[config.mk]
export PLATFORM = sky130hd
export DESIGN_NAME = vga_pixel_out_flat
export DESIGN_NICKNAME = d
export VERILOG_FILES = /design/src/rtl/vga_pkg.sv /design/src/rtl/vga_pixel_out_if.sv /design/src/rtl/vga_channel_scale.sv /design/src/rtl/vga_pixel_out.sv /design/src/flat_wrapper.sv
export SDC_FILE = /design/constraint.sdc
export NUM_CORES = 1
export LEC_CHECK = 0
export CELL_PAD_IN_SITES_DETAIL_PLACEMENT = 1
export CELL_PAD_IN_SITES_GLOBAL_PLACEMENT = 1
export CORE_MARGIN = 4
export CORE_UTILIZATION = 41
export DETAILED_ROUTE_END_ITERATION = 7
export GPL_ROUTABILITY_DRIVEN = 0
export GPL_TIMING_DRIVEN = 0
export PLACE_DENSITY = 0.86
export SLEW_MARGIN = 15
export SYNTH_ARGS = -nofsm -noshare
export SYNTH_HDL_FRONTEND = slang
export SYNTH_SLANG_ARGS = --single-unit
[constraint.sdc]
create_clock -name clk -period 3.7 [get_ports clk]
set_input_delay 0.37 -clock clk [delete_from_list [all_inputs] [get_ports clk]]
set_output_delay 0.37 -clock clk [all_outputs]
set_load 0.01 [all_outputs]
[src/rtl/vga_pkg.sv]
// Shared types and constants for the VGA pixel output stage.
package vga_pkg;
  typedef enum logic [1:0] {
    IDLE     = 2'd0,
    FADE_IN  = 2'd1,
    FADE_OUT = 2'd2
  } fade_state_e;

  localparam int CW_DEF = 4;
  localparam int FB_DEF = 4;
  localparam logic SYNC_IDLE = 1'b1;

  // channel index within the packed colour word; multiply by CW for the bit offset
  localparam int R_IDX = 2;
  localparam int G_IDX = 1;
  localparam int B_IDX = 0;
endpackage

[src/rtl/vga_pixel_out_if.sv]
// Pixel, sync and fade-control bundle between the pixel generator and output stage.
interface vga_pixel_out_if
  import vga_pkg::*;
#(
    parameter int CW = CW_DEF,
    parameter int FB = FB_DEF
);
    logic [3*CW-1:0] colour;
    logic            colour_enable;
    logic            hsync_in;
    logic            vsync_in;
    logic            fade_start;
    logic            fade_dir;
    logic [CW-1:0]   vga_r;
    logic [CW-1:0]   vga_g;
    logic [CW-1:0]   vga_b;
    logic            vga_hs;
    logic            vga_vs;
    logic            fade_busy;
    logic            fade_done;
    logic [FB-1:0]   level;

    modport master (
        output colour, colour_enable, hsync_in, vsync_in,
        output fade_start, fade_dir,
        input  vga_r, vga_g, vga_b, vga_hs, vga_vs,
        input  fade_busy, fade_done, level
    );

    modport slave (
        input  colour, colour_enable, hsync_in, vsync_in,
        input  fade_start, fade_dir,
        output vga_r, vga_g, vga_b, vga_hs, vga_vs,
        output fade_busy, fade_done, level
    );
endinterface

[src/rtl/vga_channel_scale.sv]
// One colour channel scaled by brightness level and registered (pipeline S2).
module vga_channel_scale #(
    parameter int CW = 4,
    parameter int FB = 4
) (
    input  logic          clk,
    input  logic          resetn,
    input  logic [CW-1:0] c_i,
    input  logic [FB-1:0] level_i,
    output logic [CW-1:0] q_o
);
    localparam logic [FB-1:0] LMAX = '1;

    logic [CW+FB-1:0] prod;
    logic [CW-1:0]    q_d;
    logic [CW-1:0]    q_q;

    assign prod = (CW+FB)'(c_i) * (CW+FB)'(level_i);

    // full brightness bypasses the multiply so the colour passes unchanged
    always_comb begin
        q_d = CW'(prod >> FB);
        if (level_i == LMAX) q_d = c_i;
    end

    always_ff @(posedge clk) begin
        if (!resetn) q_q <= '0;
        else         q_q <= q_d;
    end

    assign q_o = q_q;
endmodule

[src/rtl/vga_pixel_out.sv]
// VGA output stage: two-stage colour/sync pipeline with a frame-stepped fade engine.
module vga_pixel_out
  import vga_pkg::*;
#(
    parameter int CW          = CW_DEF,
    parameter int FB          = FB_DEF,
    parameter int STEP_FRAMES = 2
) (
    input  logic           clk,
    input  logic           resetn,
    vga_pixel_out_if.slave bus
);
    localparam logic [1:0]    S_IDLE = 2'(IDLE);
    localparam logic [1:0]    S_IN   = 2'(FADE_IN);
    localparam logic [1:0]    S_OUT  = 2'(FADE_OUT);
    localparam logic [FB-1:0] LMAX   = '1;
    localparam int            CNTW   = (STEP_FRAMES > 1) ? $clog2(STEP_FRAMES) : 1;
    localparam logic [CNTW-1:0] CNT_LAST = CNTW'(STEP_FRAMES - 1);

    logic [3*CW-1:0] col_q;
    logic            hs1_q, vs1_q, hs2_q, vs2_q;
    logic            vs_prev_q;
    logic            tick;

    logic [1:0]      state_q, state_d;
    logic [CNTW-1:0] cnt_q, cnt_d;
    logic [FB-1:0]   level_q, level_d;
    logic            done_q, done_d;
    logic [FB-1:0]   step_lvl;
    logic [FB-1:0]   target;

    always_ff @(posedge clk) begin
        if (!resetn) begin
            col_q     <= '0;
            hs1_q     <= SYNC_IDLE;
            vs1_q     <= SYNC_IDLE;
            hs2_q     <= SYNC_IDLE;
            vs2_q     <= SYNC_IDLE;
            vs_prev_q <= SYNC_IDLE;
        end else begin
            col_q     <= bus.colour_enable ? bus.colour : '0;
            hs1_q     <= bus.hsync_in;
            vs1_q     <= bus.vsync_in;
            hs2_q     <= hs1_q;
            vs2_q     <= vs1_q;
            vs_prev_q <= bus.vsync_in;
        end
    end

    assign tick = vs_prev_q & ~bus.vsync_in;

    vga_channel_scale #(.CW(CW), .FB(FB)) u_r (
        .clk(clk), .resetn(resetn),
        .c_i(col_q[R_IDX*CW +: CW]), .level_i(level_q), .q_o(bus.vga_r)
    );
    vga_channel_scale #(.CW(CW), .FB(FB)) u_g (
        .clk(clk), .resetn(resetn),
        .c_i(col_q[G_IDX*CW +: CW]), .level_i(level_q), .q_o(bus.vga_g)
    );
    vga_channel_scale #(.CW(CW), .FB(FB)) u_b (
        .clk(clk), .resetn(resetn),
        .c_i(col_q[B_IDX*CW +: CW]), .level_i(level_q), .q_o(bus.vga_b)
    );

    assign step_lvl = (state_q == S_IN) ? level_q + 1'b1 : level_q - 1'b1;
    assign target   = (state_q == S_IN) ? LMAX : '0;

    always_comb begin
        state_d = state_q;
        cnt_d   = cnt_q;
        level_d = level_q;
        done_d  = 1'b0;
        case (state_q)
            S_IDLE: begin
                if (bus.fade_start) begin
                    if (bus.fade_dir ? (level_q == LMAX) : (level_q == '0)) begin
                        done_d = 1'b1;
                    end else begin
                        state_d = bus.fade_dir ? S_IN : S_OUT;
                        cnt_d   = '0;
                    end
                end
            end
            S_IN, S_OUT: begin
                if (tick) begin
                    if (cnt_q == CNT_LAST) begin
                        cnt_d   = '0;
                        level_d = step_lvl;
                        if (step_lvl == target) begin
                            state_d = S_IDLE;
                            done_d  = 1'b1;
                        end
                    end else begin
                        cnt_d = cnt_q + 1'b1;
                    end
                end
            end
            default: state_d = S_IDLE;
        endcase
    end

    always_ff @(posedge clk) begin
        if (!resetn) begin
            state_q <= S_IDLE;
            cnt_q   <= '0;
            level_q <= LMAX;
            done_q  <= 1'b0;
        end else begin
            state_q <= state_d;
            cnt_q   <= cnt_d;
            level_q <= level_d;
            done_q  <= done_d;
        end
    end

    assign bus.vga_hs    = hs2_q;
    assign bus.vga_vs    = vs2_q;
    assign bus.fade_busy = (state_q != S_IDLE);
    assign bus.fade_done = done_q;
    assign bus.level     = level_q;
endmodule

[src/flat_wrapper.sv]
// flat-port wrapper written by rule: the top's interface ports become plain ports
module vga_pixel_out_flat import vga_pkg::*;
#(
    parameter int CW          = CW_DEF,
    parameter int FB          = FB_DEF,
    parameter int STEP_FRAMES = 2
)
  (clk, resetn, bus_colour, bus_colour_enable, bus_hsync_in, bus_vsync_in, bus_fade_start, bus_fade_dir, bus_vga_r, bus_vga_g, bus_vga_b, bus_vga_hs, bus_vga_vs, bus_fade_busy, bus_fade_done, bus_level);
  vga_pixel_out_if #(.CW(CW), .FB(FB)) bus_i ();
  input  logic clk;
  input  logic resetn;
  input wire logic [$bits(bus_i.colour)-1:0] bus_colour;
  input wire logic [$bits(bus_i.colour_enable)-1:0] bus_colour_enable;
  input wire logic [$bits(bus_i.hsync_in)-1:0] bus_hsync_in;
  input wire logic [$bits(bus_i.vsync_in)-1:0] bus_vsync_in;
  input wire logic [$bits(bus_i.fade_start)-1:0] bus_fade_start;
  input wire logic [$bits(bus_i.fade_dir)-1:0] bus_fade_dir;
  output wire logic [$bits(bus_i.vga_r)-1:0] bus_vga_r;
  output wire logic [$bits(bus_i.vga_g)-1:0] bus_vga_g;
  output wire logic [$bits(bus_i.vga_b)-1:0] bus_vga_b;
  output wire logic [$bits(bus_i.vga_hs)-1:0] bus_vga_hs;
  output wire logic [$bits(bus_i.vga_vs)-1:0] bus_vga_vs;
  output wire logic [$bits(bus_i.fade_busy)-1:0] bus_fade_busy;
  output wire logic [$bits(bus_i.fade_done)-1:0] bus_fade_done;
  output wire logic [$bits(bus_i.level)-1:0] bus_level;
  assign bus_i.colour = bus_colour;
  assign bus_i.colour_enable = bus_colour_enable;
  assign bus_i.hsync_in = bus_hsync_in;
  assign bus_i.vsync_in = bus_vsync_in;
  assign bus_i.fade_start = bus_fade_start;
  assign bus_i.fade_dir = bus_fade_dir;
  assign bus_vga_r = bus_i.vga_r;
  assign bus_vga_g = bus_i.vga_g;
  assign bus_vga_b = bus_i.vga_b;
  assign bus_vga_hs = bus_i.vga_hs;
  assign bus_vga_vs = bus_i.vga_vs;
  assign bus_fade_busy = bus_i.fade_busy;
  assign bus_fade_done = bus_i.fade_done;
  assign bus_level = bus_i.level;
  vga_pixel_out #(.CW(CW), .FB(FB), .STEP_FRAMES(STEP_FRAMES)) u_core (.clk(clk), .resetn(resetn), .bus(bus_i));
endmodule
==> tab_implementation.tex <==
\begin{tabular}{lr}
\hline
Metric & Value \\
\hline
\multicolumn{2}{l}{\textbf{Run status}} \\
\quad Outcome & completed \\
\multicolumn{2}{l}{\textbf{Timing}} \\
\quad Worst hold-check slack & 0.427 ns \\
\quad Min Clock Period, post-route & 3.37 ns \\
\quad Final Slew Violations & 0 \\
\quad Number of endpoints failing setup at the final stage & 0 \\
\quad RSZ-0062 raised after global routing & no \\
\quad Hold Violations, Final & 0 \\
\quad Max-Slew Margin vs Limit & 59.6\% \\
\quad Tcrit/Tclk final & 91.0\% \\
\quad Sum of negative setup slack & 0 ns \\
\quad Final Skew & 0.00828 ns \\
\quad Maximum clock rate & 297 MHz \\
\quad Actual slew at the worst max-slew pin & 0.606 ns \\
\multicolumn{2}{l}{\textbf{Clock network}} \\
\quad Quantity of hold-fixing buffers added after cts & 0 \\
\quad Insertion delay to the later sink of the worst-skew pair & 0.29 ns \\
\quad Clock slew seen by the registers of the worst setup and hold paths & approximately 0.080 ns \\
\quad Maximum level of the CTS H-tree & 2 \\
\quad Maximum count of clock buffers along a single path & 2 \\
\quad Number of buffers inserted during clock tree synthesis & 5 \\
\quad Clock Tree Root & clkbuf\_8 \\
\quad Clock tree sinks & 36 \\
\quad TritonCTS clock tree & done \\
\multicolumn{2}{l}{\textbf{Route}} \\
\quad Antenna violation net count after detailed routing & 0 \\
\quad Routed via count divided by cell count & 5.53 \\
\quad DR vias & 2249 \\
\quad Wire length per cell after detailed routing & 17.3 um \\
\quad WL final & 7030 um \\
\quad Number of iterations in the first detailed-routing pass & 4 \\
\quad Number of DRC markers after the initial detailed-route iteration & 84 \\
\quad DRC viols & 0 \\
\multicolumn{2}{l}{\textbf{Finish}} \\
\quad Layout Nets & 398 \\
\quad Commonest cells after routing, fill and taps aside & ha\_1 (37), clkdlybuf4s50\_1 (37), dfxtp\_1 (35) \\
\quad Share of layout cells above drive strength 1 & between 6 and 7\% \\
\quad Antenna cell count & 0 \\
\quad Area growth from synthesis to layout & 21.6\% \\
\quad Number of inserted filler cells in the final layout & $\sim$730 \\
\multicolumn{2}{l}{\textbf{Worst setup path}} \\
\quad Worst-path cell with the longest stage delay & or4b\_1 \\
\quad Most used cell along the critical path & fa\_1 \\
\quad Classification of the worst setup path & register to register \\
\quad Sequence of cells on the critical path & clkbuf\_2, nand2\_1, fa\_1, inv\_1, fa\_1, ha\_1, nand4\_1, o21ai\_0, a21oi\_1, or4b\_1, o211ai\_1 \\
\quad CP Capture Type & register \\
\quad Data arrival time of the worst path & around 3.6 ns \\
\quad Worst Setup SP & u\_core.bus.level[1] \\
\quad Crit Reg-Reg Startpoint & u\_core.bus.level[1] \\
\quad Biggest cell delay along the critical path & 0.52 ns \\
\quad Critical path startpoint category & register \\
\quad Largest fanout of any net on the critical path & 10 \\
\quad Worst Path Required & 3.91 ns \\
\multicolumn{2}{l}{\textbf{Synthesis}} \\
\quad Distinct cell type count of the synthesized netlist & 36 \\
\quad Post-synth top area share & 27.8\% \\
\quad Post-synthesis register bit count & 36 \\
\quad Syn Nets & 355 \\
\quad Post-synthesis area per instance & 8.98 um2 \\
\quad Library cell with the largest summed area after synthesis & dfxtp\_1 \\
\quad Gate Count Post-Synth & a little under 300 \\
\quad Biggest area contributors in the synthesized netlist & dfxtp\_1 (28\%), ha\_1 (18\%), and2\_1 (7.7\%) \\
\quad Netlist Area Pre-Place & 2600 um2 \\
\quad Sequential area share after synthesis & 27.8\% \\
\quad Total number of yosys warnings & 0 \\
\multicolumn{2}{l}{\textbf{Die}} \\
\quad Total core area & approximately 6000 um2 \\
\quad Die ar. & 7670 um2 \\
\quad Number of placed I/O pins & 39 \\
\quad Effective utilization at floorplan & a little over two fifths \\
\quad Number of core rows & 28 \\
\quad Die X-Extent & slightly below 90 um \\
\quad Overall die height & 87.6 um \\
\multicolumn{2}{l}{\textbf{Global routing}} \\
\quad First-pass GRT wire length & approximately 12000 um \\
\quad Antenna violations before repair & 0 \\
\quad Total global routing track utilization & roughly a fifth \\
\quad Gr ovfl total & 0 \\
\quad Maximum number of pins on one net before global-route repair & 11 \\
\quad Number of global-route vias before repair & 2398 \\
\multicolumn{2}{l}{\textbf{Placement}} \\
\quad HPWL Detailed & 5610 um \\
\quad Number of buffers added on ports & 37 \\
\multicolumn{2}{l}{\textbf{Pwr}} \\
\quad Final Power & 1.03 mW \\
\quad Leak pwr & 1.46 nW \\
\quad Power density relative to cell area & $\sim$320 nW/um2 \\
\quad Peak VDD IR & about 170 uV \\
\multicolumn{2}{l}{\textbf{Hold path}} \\
\quad Startpoint of the lowest-slack hold path & u\_core.hs1\_q \\
\quad Path class of the lowest-slack min-delay path & register to register \\
\multicolumn{2}{l}{\textbf{Run}} \\
\quad Total of max-cap violations & 0 \\
\hline
\end{tabular}
[power by group]
part	switching (mW)	leakage (nW)	internal (mW)	total (mW)
combinational	0.151	1.11	0.140	0.291
clock	0.141	0.0503	0.166	0.307
sequential	0.0179	0.294	0.409	0.426
total	0.311	1.46	0.715	1.03
[path summary, 6_finish.rpt]
| check | endpoint | slack [ns] | cells after the start |
|---|---|---|---|
| hold / removal | u_core.bus.vga_hs | 0.43 | 1 |
| setup / recovery | u_core.u_g.q_o[2] | 0.33 | 11 |
| setup reg to reg | u_core.u_g.q_o[2] | 0.33 | 11 |
| hold reg to reg | u_core.bus.vga_hs | 0.43 | 1 |
[registers in the layout, summed over array words and instances, names as in the netlist]
name,flops
u_core.u_b.q_o,4
u_core.hs1_q,1
u_core.bus.level,4
u_core.u_g.q_o,4
u_core.bus.vga_hs,1
u_core.bus.fade_done,1
u_core.bus.vga_vs,1
u_core.vs_prev_q,1
u_core.col_q,12
u_core.cnt_q,1
u_core.state_q,2
u_core.u_r.q_o,4
[per-stage QoR]
| step | utilization (%) | std cells | worst slack [ns] | cell area (um2) |
|---|---|---|---|---|
| 2_1_floorplan | - | 289 | 0.587 | 2600 |
| 3_3_place_gp | 50.8 | 401 | 0.216 | 3060 |
| 3_5_place_dp | 50.8 | 401 | 0.0332 | 3060 |
| 4_1_cts | 52.4 | 408 | 0.0253 | 3160 |
| 5_1_grt | 52.4 | 407 | 0.118 | 3160 |
| 6_report | 52.4 | 407 | 0.333 | 3160 |
[logic make-up after synthesis]
kind of cell | count (synthesis) | synth area share (%)
and+or+nand+nor | 121 | 26.5
adders and majority gates | 47 | 25.5
AOI/OAI and AO/OA | 45 | 11.4
DFF | 36 | 27.8
buffers and inverters | 27 | 4.29
xor gates and xnor gates | 9 | 3.04
muxes | 4 | 1.54
[timing repair]
action	in CTS	in global routing
endpoints found under the setup margin	0	4
gates resized for setup	0	5
setup buffers	0	0
[per-layer routing]
metal  track usage, %  part of all wire [%]
met4             6.28                   1.8
met3             3.10                   4.4
met1             23.3                    41
met5                0                     0
met2             36.3                    53
[Yosys cell counts, drive strengths merged]
cell type	count
mux2i	4
inv	12
o21ai	12
clkbuf	12
dfxtp	36
nor2b	1
ha	37
a31oi	4
o211ai	8
buf	3
nor3	3
nand2	25
and3	18
a211oi	3
nor2	7
xnor2	4
nand3	10
nand2b	7
o21bai	3
nand4	7
a21o	1
o221ai	1
a21oi	10
nand3b	2
or4b	4
o21a	3
nor4	3
and2	34
xor2	5
fa	10
[final cells by class]
cell class,instances,area (um2),area share [%]
flip-flops and latches,36,722,22.9
well taps,75,93.8,2.97
multi-input cells,226,1760,55.9
repair buffers,37,370,11.7
inverters,12,45.0,1.43
clock buffers,7,96.3,3.05
plain buffers,14,65.1,2.06
[critical path: cells and delay by family (launching register included)]
kind            cells  cell delay [ns]
simple gates        3             0.74
fa+ha+maj           3             1.27
compound gates      3             0.49
flops               1             0.45
buf+inv             2             0.35
(Power assumes the default switching activity.)
